===== src/rtl/compare_arbiter.sv =====
// compare_arbiter: round-robin arbiter that shares one signed 32-bit
// comparator among NUM_REQ requesters. The result of the granted
// comparison is kept in a one-entry output buffer, tagged with the
// requester index, and drained with a valid/ready handshake.
module compare_arbiter #(
    parameter int NUM_REQ = 4,
    parameter int ID_W    = 2
) (
    input  logic                  clock,
    input  logic                  reset,
    input  logic [NUM_REQ-1:0]    req_valid,
    input  logic [32*NUM_REQ-1:0] req_a,
    input  logic [32*NUM_REQ-1:0] req_b,
    output logic [NUM_REQ-1:0]    req_ready,
    output logic                  rsp_valid,
    input  logic                  rsp_ready,
    output logic [ID_W-1:0]       rsp_id,
    output logic                  rsp_lt,
    output logic                  rsp_eq
);

    typedef enum logic {
        EMPTY = 1'b0,
        FULL  = 1'b1
    } state_t;

    state_t             state_q, state_d;
    logic [ID_W-1:0]    last_grant_q, last_grant_d;
    logic [ID_W-1:0]    rsp_id_q;
    logic               rsp_lt_q;
    logic               rsp_eq_q;

    logic               can_issue;
    logic               fire;
    logic               hi_found, lo_found;
    logic [NUM_REQ-1:0] hi_oh, lo_oh;
    logic [ID_W-1:0]    hi_idx, lo_idx;
    logic [NUM_REQ-1:0] grant_oh;
    logic [ID_W-1:0]    grant_idx;
    logic signed [31:0] sel_a, sel_b;
    logic               cmp_lt, cmp_eq;

    // Shared signed magnitude comparator: returns {lt, eq}; eq implies !lt.
    function automatic logic [1:0] compare_32(input logic signed [31:0] a,
                                              input logic signed [31:0] b);
        logic lt;
        logic eq;
        eq = (a == b);
        lt = (a < b);
        return {lt, eq};
    endfunction

    assign can_issue = (state_q == EMPTY) | rsp_ready;

    // Round-robin pick: lowest valid index above last_grant, else wrap to
    // the lowest valid index at or below it.
    always_comb begin
        hi_found = 1'b0;
        lo_found = 1'b0;
        hi_oh    = '0;
        lo_oh    = '0;
        hi_idx   = '0;
        lo_idx   = '0;
        for (int i = NUM_REQ - 1; i >= 0; i--) begin
            if (req_valid[i]) begin
                if (i > int'(last_grant_q)) begin
                    hi_found  = 1'b1;
                    hi_oh     = '0;
                    hi_oh[i]  = 1'b1;
                    hi_idx    = ID_W'(i);
                end else begin
                    lo_found  = 1'b1;
                    lo_oh     = '0;
                    lo_oh[i]  = 1'b1;
                    lo_idx    = ID_W'(i);
                end
            end
        end
    end

    // Grant is suppressed during reset and whenever the buffer cannot accept.
    always_comb begin
        grant_oh  = '0;
        grant_idx = '0;
        if (can_issue && !reset) begin
            if (hi_found) begin
                grant_oh  = hi_oh;
                grant_idx = hi_idx;
            end else if (lo_found) begin
                grant_oh  = lo_oh;
                grant_idx = lo_idx;
            end
        end
    end

    assign req_ready = grant_oh;
    assign fire      = |grant_oh;

    // Operand mux driven by the one-hot grant, feeding the comparator.
    always_comb begin
        sel_a = '0;
        sel_b = '0;
        for (int i = 0; i < NUM_REQ; i++) begin
            if (grant_oh[i]) begin
                sel_a = req_a[32*i +: 32];
                sel_b = req_b[32*i +: 32];
            end
        end
        {cmp_lt, cmp_eq} = compare_32(sel_a, sel_b);
    end

    // Buffer occupancy next state and round-robin pointer update.
    always_comb begin
        state_d      = state_q;
        last_grant_d = last_grant_q;
        case (state_q)
            EMPTY: begin
                if (fire) state_d = FULL;
            end
            FULL: begin
                if (rsp_ready && !fire) state_d = EMPTY;
            end
            default: state_d = EMPTY;
        endcase
        if (fire) last_grant_d = grant_idx;
    end

    // Control registers: buffer state and last granted index.
    always_ff @(posedge clock or posedge reset) begin
        if (reset) begin
            state_q      <= EMPTY;
            last_grant_q <= ID_W'(NUM_REQ - 1);
        end else begin
            state_q      <= state_d;
            last_grant_q <= last_grant_d;
        end
    end

    // Result buffer: loaded on every grant, otherwise held stable.
    always_ff @(posedge clock or posedge reset) begin
        if (reset) begin
            rsp_id_q <= '0;
            rsp_lt_q <= 1'b0;
            rsp_eq_q <= 1'b0;
        end else if (fire) begin
            rsp_id_q <= grant_idx;
            rsp_lt_q <= cmp_lt;
            rsp_eq_q <= cmp_eq;
        end
    end

    assign rsp_valid = (state_q == FULL);
    assign rsp_id    = rsp_id_q;
    assign rsp_lt    = rsp_lt_q;
    assign rsp_eq    = rsp_eq_q;

endmodule

===== config.mk =====
export PLATFORM = sky130hd
export DESIGN_NAME = compare_arbiter
export DESIGN_NICKNAME = d
export VERILOG_FILES = /design/src/rtl/compare_arbiter.sv
export SDC_FILE = /design/constraint.sdc
export NUM_CORES = 1
export LEC_CHECK = 0
export ABC_AREA = 1
export CORE_AREA = 2 2 107 109
export DETAILED_ROUTE_END_ITERATION = 12
export DIE_AREA = 0 0 109 111
export PLACE_DENSITY = 0.76
export SLEW_MARGIN = 25
export SYNTH_ARGS = -nofsm -noshare
export SYNTH_HDL_FRONTEND = slang
export SYNTH_SLANG_ARGS = --single-unit

===== constraint.sdc =====
create_clock -name clock -period 8.1 [get_ports clock]
set_input_delay 1.62 -clock clock [delete_from_list [all_inputs] [get_ports clock]]
set_output_delay 1.62 -clock clock [all_outputs]
set_load 0.05 [all_outputs]

# Yosys cells after proc, flatten, opt, wreduce, memory -nomap -nowiden
# Cells that the tools add are included.
# word_totals
input_bits,263
out_inout_bits,9
regBits,7
word_cells,73
# classes
bitwise,2
n_reduce_logical,5
magnitude_cmp,4
muxes,56
n_eq_ne,1
# op_table
op,n
$mux 32,8
$mux 4,16
$eq 32x32->1,1
$lt 32x32->1,1
$mux 2,16
$mux 1,15
$gt 2x2->1 const A,2
$reduce_or 4->1,1
$gt 1x2->1 const A,1
$logic_and 1x1->1,2
$logic_not 1->1,2
$pmux 1 s2,1
$not 1->1,1
$or 1x1->1,1

# Longest topological paths before layout
# Gate-level depths: netlist of run 1.
# logic_depth
word_depth,16
ltp_mapped,27
mapped_depth_nobuf,26

# Worst setup path after synthesis of run 1
# Ideal clock, no wire load.
# synth_path
path_type,in2out
startpoint,in reset
endpoint,out req_ready[0]
slack_ns,3.678
t_required_ns,6.480
arrival_ns,2.802
path_stages,6
path_cell_list,inv_1 > o21ai_0 > inv_1 > nand2_1 > nor3_4 > buf_2
# synth_via
elab_chain_len,3
# synth_lines
element,line_no,text
"start, declared",10,"input logic reset,"
$logic_not 1->1 (no line),--,
$logic_and 1x1->1,85,if (can_issue && !reset) begin
$mux 4,85,
"end, declared",14,"output logic [NUM_REQ-1:0] req_ready,"
# No other way between the ends.

# Worst setup path in the final report of run 1
# layout_path
startpoint,in reset
endpoint,out req_ready[3]
# Same word-level chain as after synthesis.

==> results.ini, run 1 <==
[timing]
hold_viol_final=0
rsz0062_at_grt=no
whs_ns=0.547
fmax_mhz=168
tightest_slew_ns=0.935
post-route-min-period_ns=5.95
maxSlewViolCount=0
min_period_over_period_pct=73.4
slew_headroom_pct=37.5
finalSetupViolCount=0
finalSetupTns_ns=0
clock_skew_ns=0.000870
setup_ws_ns=2.15

[cts]
numCtsBuffers=3
clock_path_buffers=2
cts.htree.levels=1
root_buffer=clkbuf_16
cts_tree=yes
clkTransAtPathRegs_ns=0.03
clkSinkCount=7
post_cts_buffers=0
clock_latency_ns=0.23
cts.repair.resized=0
cts_hold_buffers=0

[detailed_routing]
vias_per_cell=4.63
antenna_left=0
drt-total-wl_mm=13.2
drcViolationCount=0
routedWlPerCell_um=14.0
drtPass1Iterations=4
detailroute.via_count=4347
drt_iter0_drc=195

[power]
design_power_total_uw=1000
vdd_drop_max_mv=0.186
p_per_area_nw_per_um2=177
total_leakage_power_uw=0.00249

[floorplanning]
die_w_um=109
start_util_pct=25.8
die_h_um=111
rows=39
num_io_pins=272
dieArea_um2=12100
core_um2=11100

[critical_path]
worstPathArrival_ns=4.33
cp_cell_sequence=clkdlybuf4s50_1 -> inv_1 -> o21ai_0 -> inv_1 -> nand2_1 -> nor2_1 -> nand2_1 -> inv_2 -> clkdlybuf4s50_1
worst-setup-path-type=in -> out
max_stage_delay_ns=0.82
critPathBufInv=5
crit_family=buffers and inverters
endpoint_kind=output pin
worstSetupStartpointType=input port
required_ns=6.48
worstPathMaxFanout=23
cp_slowest_cell=clkdlybuf4s50_1

[placement]
portBuffers=271
hpwl_mm=10.8
place_congestion=0.865
place_worst_setup_slack_ns=2.12

[grt]
antenna_found_initial=0
grt_max_degree=65
overflow=0
grt_pass1_wl_mm=20.1
grt_use_total_pct=20.7
first_global_vias=4139

[min_path]
hold_class=reg -> reg

[layout]
antenna_cells=0
seq_area_um2=178
nNetsFinal=1091
drive_above_1_share_pct=3.02
multi_input_area_um2=2390
fin_util_pct=51.3
area_growth_pct=99.1
fillers=1124

[logic_synthesis]
syn_nets=839
synth_warnings=0
synth_area_leaders=nand2_1, ha_1, nand3_1, nor2_1, a21oi_1
netlist.area_leader.share_pct=29.1
netlist_instances=544
synth-edff-count=0
synth_ff_type=dfrtp_1
synth.distinct_cells=31
avgSynthCellArea_um2=5.25
ys_seq_elements=7
synth_top_area_cell=nand2_1
seq_area_frac_synth_pct=6.23
ys_async_sr_fraction_pct=100
syn_area_um2=2850

[run]
maxCapViolations=0

[status]
status=completed

## cell type report
class / count / share of cell area (%)
flip-flops and latches: 7 / 3.13
multi-input cells: 478 / 42.0
well taps: 143 / 3.15
repair buffers: 275 / 48.3
inverters: 31 / 2.05
clock buffers: 4 / 1.39
## flip-flops by register name, indices dropped and copies added (netlist names)
register      flops
rsp_eq            1
rsp_id            2
rsp_lt            1
last_grant_q      2
rsp_valid         1
## final timing paths
kind / cells after the start / slack, ns / from / end
worst max-delay path: 9 / 2.15 / reset / req_ready[3]
worst min-delay path: 2 / 0.55 / rsp_id[1]$_DFFE_PP0P_ / rsp_id[1]$_DFFE_PP0P_
worst max register to register: 20 / 4.23 / last_grant_q[1]$_DFFE_PP1P_ / rsp_lt$_DFFE_PP0P_
worst min register to register: 2 / 0.55 / rsp_id[1]$_DFFE_PP0P_ / rsp_id[1]$_DFFE_PP0P_
max in group asynchronous: 2 / 6.19 / reset / last_grant_q[1]$_DFFE_PP1P_
min in group asynchronous: 2 / 1.63 / reset / rsp_eq$_DFFE_PP0P_
## worst reg2reg max path: stages, from the launching register on
cell and delay [ns]:
dfstp_2 0.57, nand2_2 0.08, inv_2 0.09, nand2_1 0.07
o31ai_1 0.20, nand2_1 0.58, inv_2 0.20, buf_4 0.54
nor2_1 0.13, nor2_1 0.21, ha_1 0.26, nand2_1 0.06
inv_1 0.04, nand2_1 0.06, nand2_1 0.05, nand2_1 0.05
nand2_1 0.05, a21oi_1 0.21, nand3_1 0.11, nand3_1 0.11
nand2_1 0.07
## synth_stat cells (2+ instances only)
cell type,n
nand2_1,221
a22oi_1,16
buf_6,3
o21a_1,2
inv_2,5
nand3_2,2
o21bai_1,2
o21ai_2,2
nand3_1,71
ha_1,32
buf_2,18
dfrtp_1,5
nand4_1,3
a21oi_1,43
buf_4,6
nand2_2,2
inv_1,26
o22ai_1,3
dfstp_2,2
o21ai_0,7
nor2_1,63
## where the power goes
part | leakage, µW | total (µW) | internal [µW] | switching, µW
Clock | 0.0000382 | 83.2 | 65.4 | 17.8
Combinational | 0.00237 | 855 | 368 | 487
Sequential | 0.0000828 | 65.9 | 54.9 | 11.0
Total | 0.00249 | 1000 | 488 | 516
## metal layers
layer  vias to the layer above  part of all wire [%]  global-route usage, %
met5                         -                     0                      0
met3                        16                   8.2                   3.64
met4                         0                   1.6                   3.42
met2                       162                    49                   38.8
li1                       2295                     -                      -
met1                      1874                    41                   24.2
## cells in the final DEF, fill, tap and decap left out, drive strengths merged, types with 3 or more instances in the layout
cell           count
clkdlybuf4s50    271
nand2            223
nand3             73
nor2              64
a21oi             44
ha                32
inv               31
a22oi             16
o21ai             10
dfrtp              5
buf                4
clkbuf             4
nand4              3
o22ai              3
## logic make-up after synthesis
group,count (synthesis),share of synthesized area (%)
simple gates,365,52.6
flops,7,6.23
compound gates,81,17.1
fa+ha+maj,32,14.0
buf+inv,59,10.1
## stage by stage
stage,instance area [µm²],instances
floorplan,2850,544
global placement,5600,934
detailed placement,5600,934
CTS,5680,938
global route,5680,938
finish,5680,938
Note: power is estimated with default switching activity, not from simulation.
==> run 2, diff against run 1 <==
--- a/config.mk
+++ b/config.mk
@@ -6,10 +6,10 @@
 export NUM_CORES = 1
 export LEC_CHECK = 0
 export ABC_AREA = 1
-export CORE_AREA = 2 2 107 109
+export CORE_AREA = 2 2 105 107
 export DETAILED_ROUTE_END_ITERATION = 12
-export DIE_AREA = 0 0 109 111
-export PLACE_DENSITY = 0.76
+export DIE_AREA = 0 0 107 109
+export PLACE_DENSITY = 0.79
 export SLEW_MARGIN = 25
 export SYNTH_ARGS = -nofsm -noshare
 export SYNTH_HDL_FRONTEND = slang
==> constraint.sdc (replaced) <==
create_clock -name clock -period 5.75 [get_ports clock]
set_input_delay 1.15 -clock clock [delete_from_list [all_inputs] [get_ports clock]]
set_output_delay 1.15 -clock clock [all_outputs]
set_load 0.05 [all_outputs]
==> results.ini, run 2 (same netlist as run 1, synthesis figures left out) <==
[detailed_routing]
drt-total-wl_mm=13.2
drcViolationCount=0
routedWlPerCell_um=14.1
drt_iter0_drc=261
drtPass1Iterations=4
detailroute.via_count=4448
antenna_left=0
vias_per_cell=4.75

[timing]
post-route-min-period_ns=4.59
clock_skew_ns=0.00166
fmax_mhz=218
min_period_over_period_pct=79.8
maxSlewViolCount=0
rsz0062_at_grt=no
tightest_slew_ns=0.686
finalSetupTns_ns=0
finalSetupViolCount=0
hold_viol_final=0
slew_headroom_pct=54.2

[critical_path]
worstReg2RegEnd=rsp_lt$_DFFE_PP0P_
crit_family=buffers and inverters
endpoint_kind=output pin
worst-setup-path-type=in -> out
worstSetupStartpointType=input port
worstPathArrival_ns=3.44
worst_r2r_path_depth=22
rr_startpoint=last_grant_q[1]$_DFFE_PP1P_
worstPathMaxFanout=25
critPathBufInv=5
cp_cell_sequence=clkdlybuf4s50_1 -> inv_1 -> o21ai_0 -> inv_1 -> nand2_2 -> inv_2 -> clkdlybuf4s50_1
required_ns=4.60
max_stage_delay_ns=0.94
cp_slowest_cell=clkdlybuf4s50_1
ff2ff_setup_slack_ns=2.39

[cts]
root_buffer=clkbuf_8
clock_path_buffers=2
cts.htree.levels=1
clkTransAtPathRegs_ns=0.04
clkSinkCount=7
post_cts_buffers=0
numCtsBuffers=3
cts.repair.resized=0
cts_tree=yes
clock_latency_ns=0.22
cts_hold_buffers=0

[grt]
overflow=0
first_global_vias=4196
grt_use_total_pct=21.4
antenna_found_initial=0
grt_pass1_wl_mm=20.1
grt_max_degree=65

[status]
status=completed

[power]
seq_power_share_pct=6.8
p_per_area_nw_per_um2=243
vdd_drop_max_mv=0.196
swShare_pct=52.5
p_int_uw=657
switchingPower_uw=727
power_frac_clock_pct=5.0
p_comb_share_pct=88.2
total_leakage_power_uw=0.00249

[floorplanning]
start_util_pct=26.9
dieArea_um2=11700
core_um2=10600
die_h_um=109
rows=38
die_w_um=107
num_io_pins=272

[min_path]
min_to=rsp_id[1]$_DFFE_PP0P_
hold_start=rsp_id[1]$_DFFE_PP0P_
min_path_cells=2
hold_class=reg -> reg

[layout]
fin_util_pct=53.6
nNetsFinal=1092
layout_common_cells=clkdlybuf4s50_1, nand2_1, nand3_1, nor2_1, a21oi_1
drive_above_1_share_pct=3.27
antenna_cells=0
fillers=1097
area_growth_pct=99.3
mostFrequentLayoutCell=clkdlybuf4s50_1

[placement]
place_congestion=0.845
hpwl_mm=11.0
portBuffers=271

[run]
maxCapViolations=0

## run 2: cell type report
cell class | instances | area, µm² | area share [%]
inverter | 31 | 116 | 2.05
multi-input combinational | 478 | 2390 | 42.0
sequential | 7 | 178 | 3.12
tap | 140 | 175 | 3.08
clock buffer | 4 | 45.0 | 0.792
timing repair buffer | 276 | 2790 | 49.0
## run 2: worst max path at each step
stage                     start  slack [ns]  cells after the start                 end
after floorplan           reset        2.16                     16  rsp_lt$_DFFE_PP0P_
after global placement    reset        1.15                      7        req_ready[1]
after detailed placement  reset        1.12                      7        req_ready[1]
after CTS                 reset        1.12                      7        req_ready[1]
after global routing      reset        0.98                      7        req_ready[1]
final                     reset        1.16                      7        req_ready[1]
## run 2: tightest hold or removal path, stage by stage (launching register included)
cell	delay, ns
dfrtp_1	0.38
inv_1	0.05
o21ai_0	0.08
## run 2: layer usage
layer	part of all wire [%]	up-vias	global-route usage (%)
met1	41	1961	25.2
met4	0.82	0	2.78
met3	7.3	10	3.35
met5	0	-	0
met2	51	177	41.6
li1	-	2300	-
## run 2: stage by stage
step / hold WS [ns] / instance area (µm²) / total power, µW / setup slack [ns] / std cells
4_1_cts: 0.565 / 5690 / 1400 / 1.12 / 936
5_1_grt: 0.570 / 5690 / 1560 / 0.978 / 936
6_report: 0.558 / 5690 / 1380 / 1.16 / 936
3_3_place_gp: 0.518 / 5640 / 1310 / 1.15 / 932
2_1_floorplan: 0.517 / 2850 / 897 / 2.16 / 544
3_5_place_dp: 0.548 / 5640 / 1330 / 1.12 / 932
## run 2: power by group through the flow
stage / sequential (µW) / clock [µW] / combinational, µW
2_1_floorplan: 141 / 0 / 756
3_3_place_gp: 93.7 / 0 / 1220
3_5_place_dp: 94.8 / 0 / 1230
4_1_cts: 94.4 / 70.1 / 1240
5_1_grt: 96.6 / 73.9 / 1390
6_report: 94.5 / 68.8 / 1220
==> run 3, diff against run 2 <==
--- a/config.mk
+++ b/config.mk
@@ -6,10 +6,10 @@
 export NUM_CORES = 1
 export LEC_CHECK = 0
 export ABC_AREA = 1
-export CORE_AREA = 2 2 105 107
+export CORE_MARGIN = 2
+export CORE_UTILIZATION = 28
 export DETAILED_ROUTE_END_ITERATION = 12
-export DIE_AREA = 0 0 107 109
-export PLACE_DENSITY = 0.79
+export PLACE_DENSITY = 0.84
 export SLEW_MARGIN = 25
 export SYNTH_ARGS = -nofsm -noshare
 export SYNTH_HDL_FRONTEND = slang
==> constraint.sdc (replaced) <==
create_clock -name clock -period 4.2 [get_ports clock]
set_input_delay 0.84 -clock clock [delete_from_list [all_inputs] [get_ports clock]]
set_output_delay 0.84 -clock clock [all_outputs]
set_load 0.05 [all_outputs]
==> results.ini, run 3 (same netlist as run 1, synthesis figures left out) <==
[placement]
dp.cells=931
place_congestion=0.928
hpwl_mm=11.4
portBuffers=271

[cts]
root_buffer=clkbuf_8
clkTransAtPathRegs_ns=0.04
numCtsBuffers=3
clkSinkCount=7
cts.repair.resized=0
post_cts_buffers=0
clock_latency_ns=0.22
clock_path_buffers=2
cts_hold_buffers=0
cts.htree.levels=1
cts_tree=yes

[detailed_routing]
vias_per_cell=4.79
drt_iter0_drc=238
detailroute.via_count=4482
routedWlPerCell_um=14.3
drt-total-wl_mm=13.4
drtPass1Iterations=4
drcViolationCount=0
antenna_left=0

[min_path]
hold_start=rsp_valid$_DFF_PP0_
hold_class=reg -> reg

[grt]
first_global_vias=4382
overflow=0
grt_max_degree=45
grt_use_total_pct=23.3
grt_pass1_wl_mm=20.9
antenna_found_initial=0

[critical_path]
crit_start=req_valid[1]
worst-path-stages=16
critPathBufInv=4
crit_path_end=rsp_lt$_DFFE_PP0P_
max_stage_delay_ns=0.51
cp_cell_sequence=clkdlybuf4s50_1 -> nor2_1 -> inv_1 -> o31ai_1 -> nand2_1 -> inv_2 -> buf_4 -> a21oi_1 -> ha_1 -> a21oi_1 -> o21a_1 -> nand2_1 -> a21oi_1 -> nand3_1 -> nand3_1 -> nand2_1
ff2ff_setup_slack_ns=1.15
worstPathArrival_ns=3.72
worstReg2RegEnd=rsp_lt$_DFFE_PP0P_
crit_family=buffers and inverters
required_ns=4.31
worst_r2r_path_depth=16
endpoint_kind=flop
cp_slowest_cell=clkdlybuf4s50_1
worstSetupStartpointType=input port
worstPathMaxFanout=25
worst-setup-path-type=in -> reg
rr_startpoint=last_grant_q[1]$_DFFE_PP1P_

[layout]
drive_above_1_share_pct=4.36
layout_common_cells=clkdlybuf4s50_1, nand2_1, nand3_1, nor2_1, a21oi_1
antenna_cells=0
nNetsFinal=1098
instances_no_fill=935
mostFrequentLayoutCell=clkdlybuf4s50_1
area_growth_pct=102

[timing]
tightest_slew_ns=0.508
hold_viol_final=0
slew_headroom_pct=66.0
post-route-min-period_ns=3.61
finalSetupTns_ns=0
clock_skew_ns=0.00137
finalSetupViolCount=0
fmax_mhz=277
min_period_over_period_pct=86.0
maxSlewViolCount=0
rsz0062_at_grt=no

[run]
maxCapViolations=0

[power]
p_per_area_nw_per_um2=334
total_leakage_power_uw=0.00254
vdd_drop_max_mv=0.154

[floorplanning]
rows=36
core_um2=9820
num_io_pins=272
die_w_um=105
die_h_um=105
dieArea_um2=11000
start_util_pct=29.1

[status]
status=completed

==> run 3: metal layers <==
metal	track usage, %	vias to the layer above	share of wire [%]	routed length [µm]
met5	0	-	0	0
met4	5.81	0	2.2	299
met3	3.68	22	6.9	922
met2	44.0	199	50	6710
met1	27.1	1947	41	5460
li1	-	2314	-	-
==> run 3: through the flow <==
step | worst slack [ns] | hold WS [ns] | area (µm²) | total power (µW) | utilization, %
after floorplan | 0.921 | 0.517 | 2850 | 1230 | -
after CTS | 0.600 | 0.543 | 5770 | 1950 | 58.7
after global placement | 0.393 | 0.527 | 5720 | 1820 | 58.3
after global routing | 0.328 | 0.565 | 5770 | 2170 | 58.7
after detailed placement | 0.376 | 0.534 | 5720 | 1850 | 58.3
final | 0.588 | 0.541 | 5770 | 1920 | 58.7
==> run 3: power by group <==
part	total [µW]	internal (µW)	switching, µW
Sequential	128	106	22.2
Clock	90.8	65.3	25.4
Combinational	1710	755	951
==> run 3: worst reg2reg max path, stage by stage, from the launching register on <==
cell and delay, ns:
dfstp_2 0.57, nand2_2 0.08, inv_2 0.09, nand2_1 0.07, o31ai_1 0.23, nand2_1 0.13
inv_2 0.18, buf_4 0.32, a21oi_1 0.16, ha_1 0.31, a21oi_1 0.19, o21a_1 0.13
nand2_1 0.05, a21oi_1 0.16, nand3_1 0.10, nand3_1 0.09, nand2_1 0.05
==> run 3: worst min path at each step <==
stage,end,cells after the start
global placement,rsp_valid$_DFF_PP0_,2
CTS,rsp_valid$_DFF_PP0_,2
detailed placement,rsp_valid$_DFF_PP0_,2
global route,rsp_valid$_DFF_PP0_,2
finish,rsp_valid$_DFF_PP0_,2
floorplan,last_grant_q[1]$_DFFE_PP1P_,2
==> run 3: cell type report <==
class                           count  area (µm²)
Timing Repair Buffer              282        2870
Inverter                           31         116
Sequential cell                     7         178
Multi-Input combinational cell    478        2390
Fill cell                         974        4050
Tap cell                          133         166
Clock buffer                        4        45.0
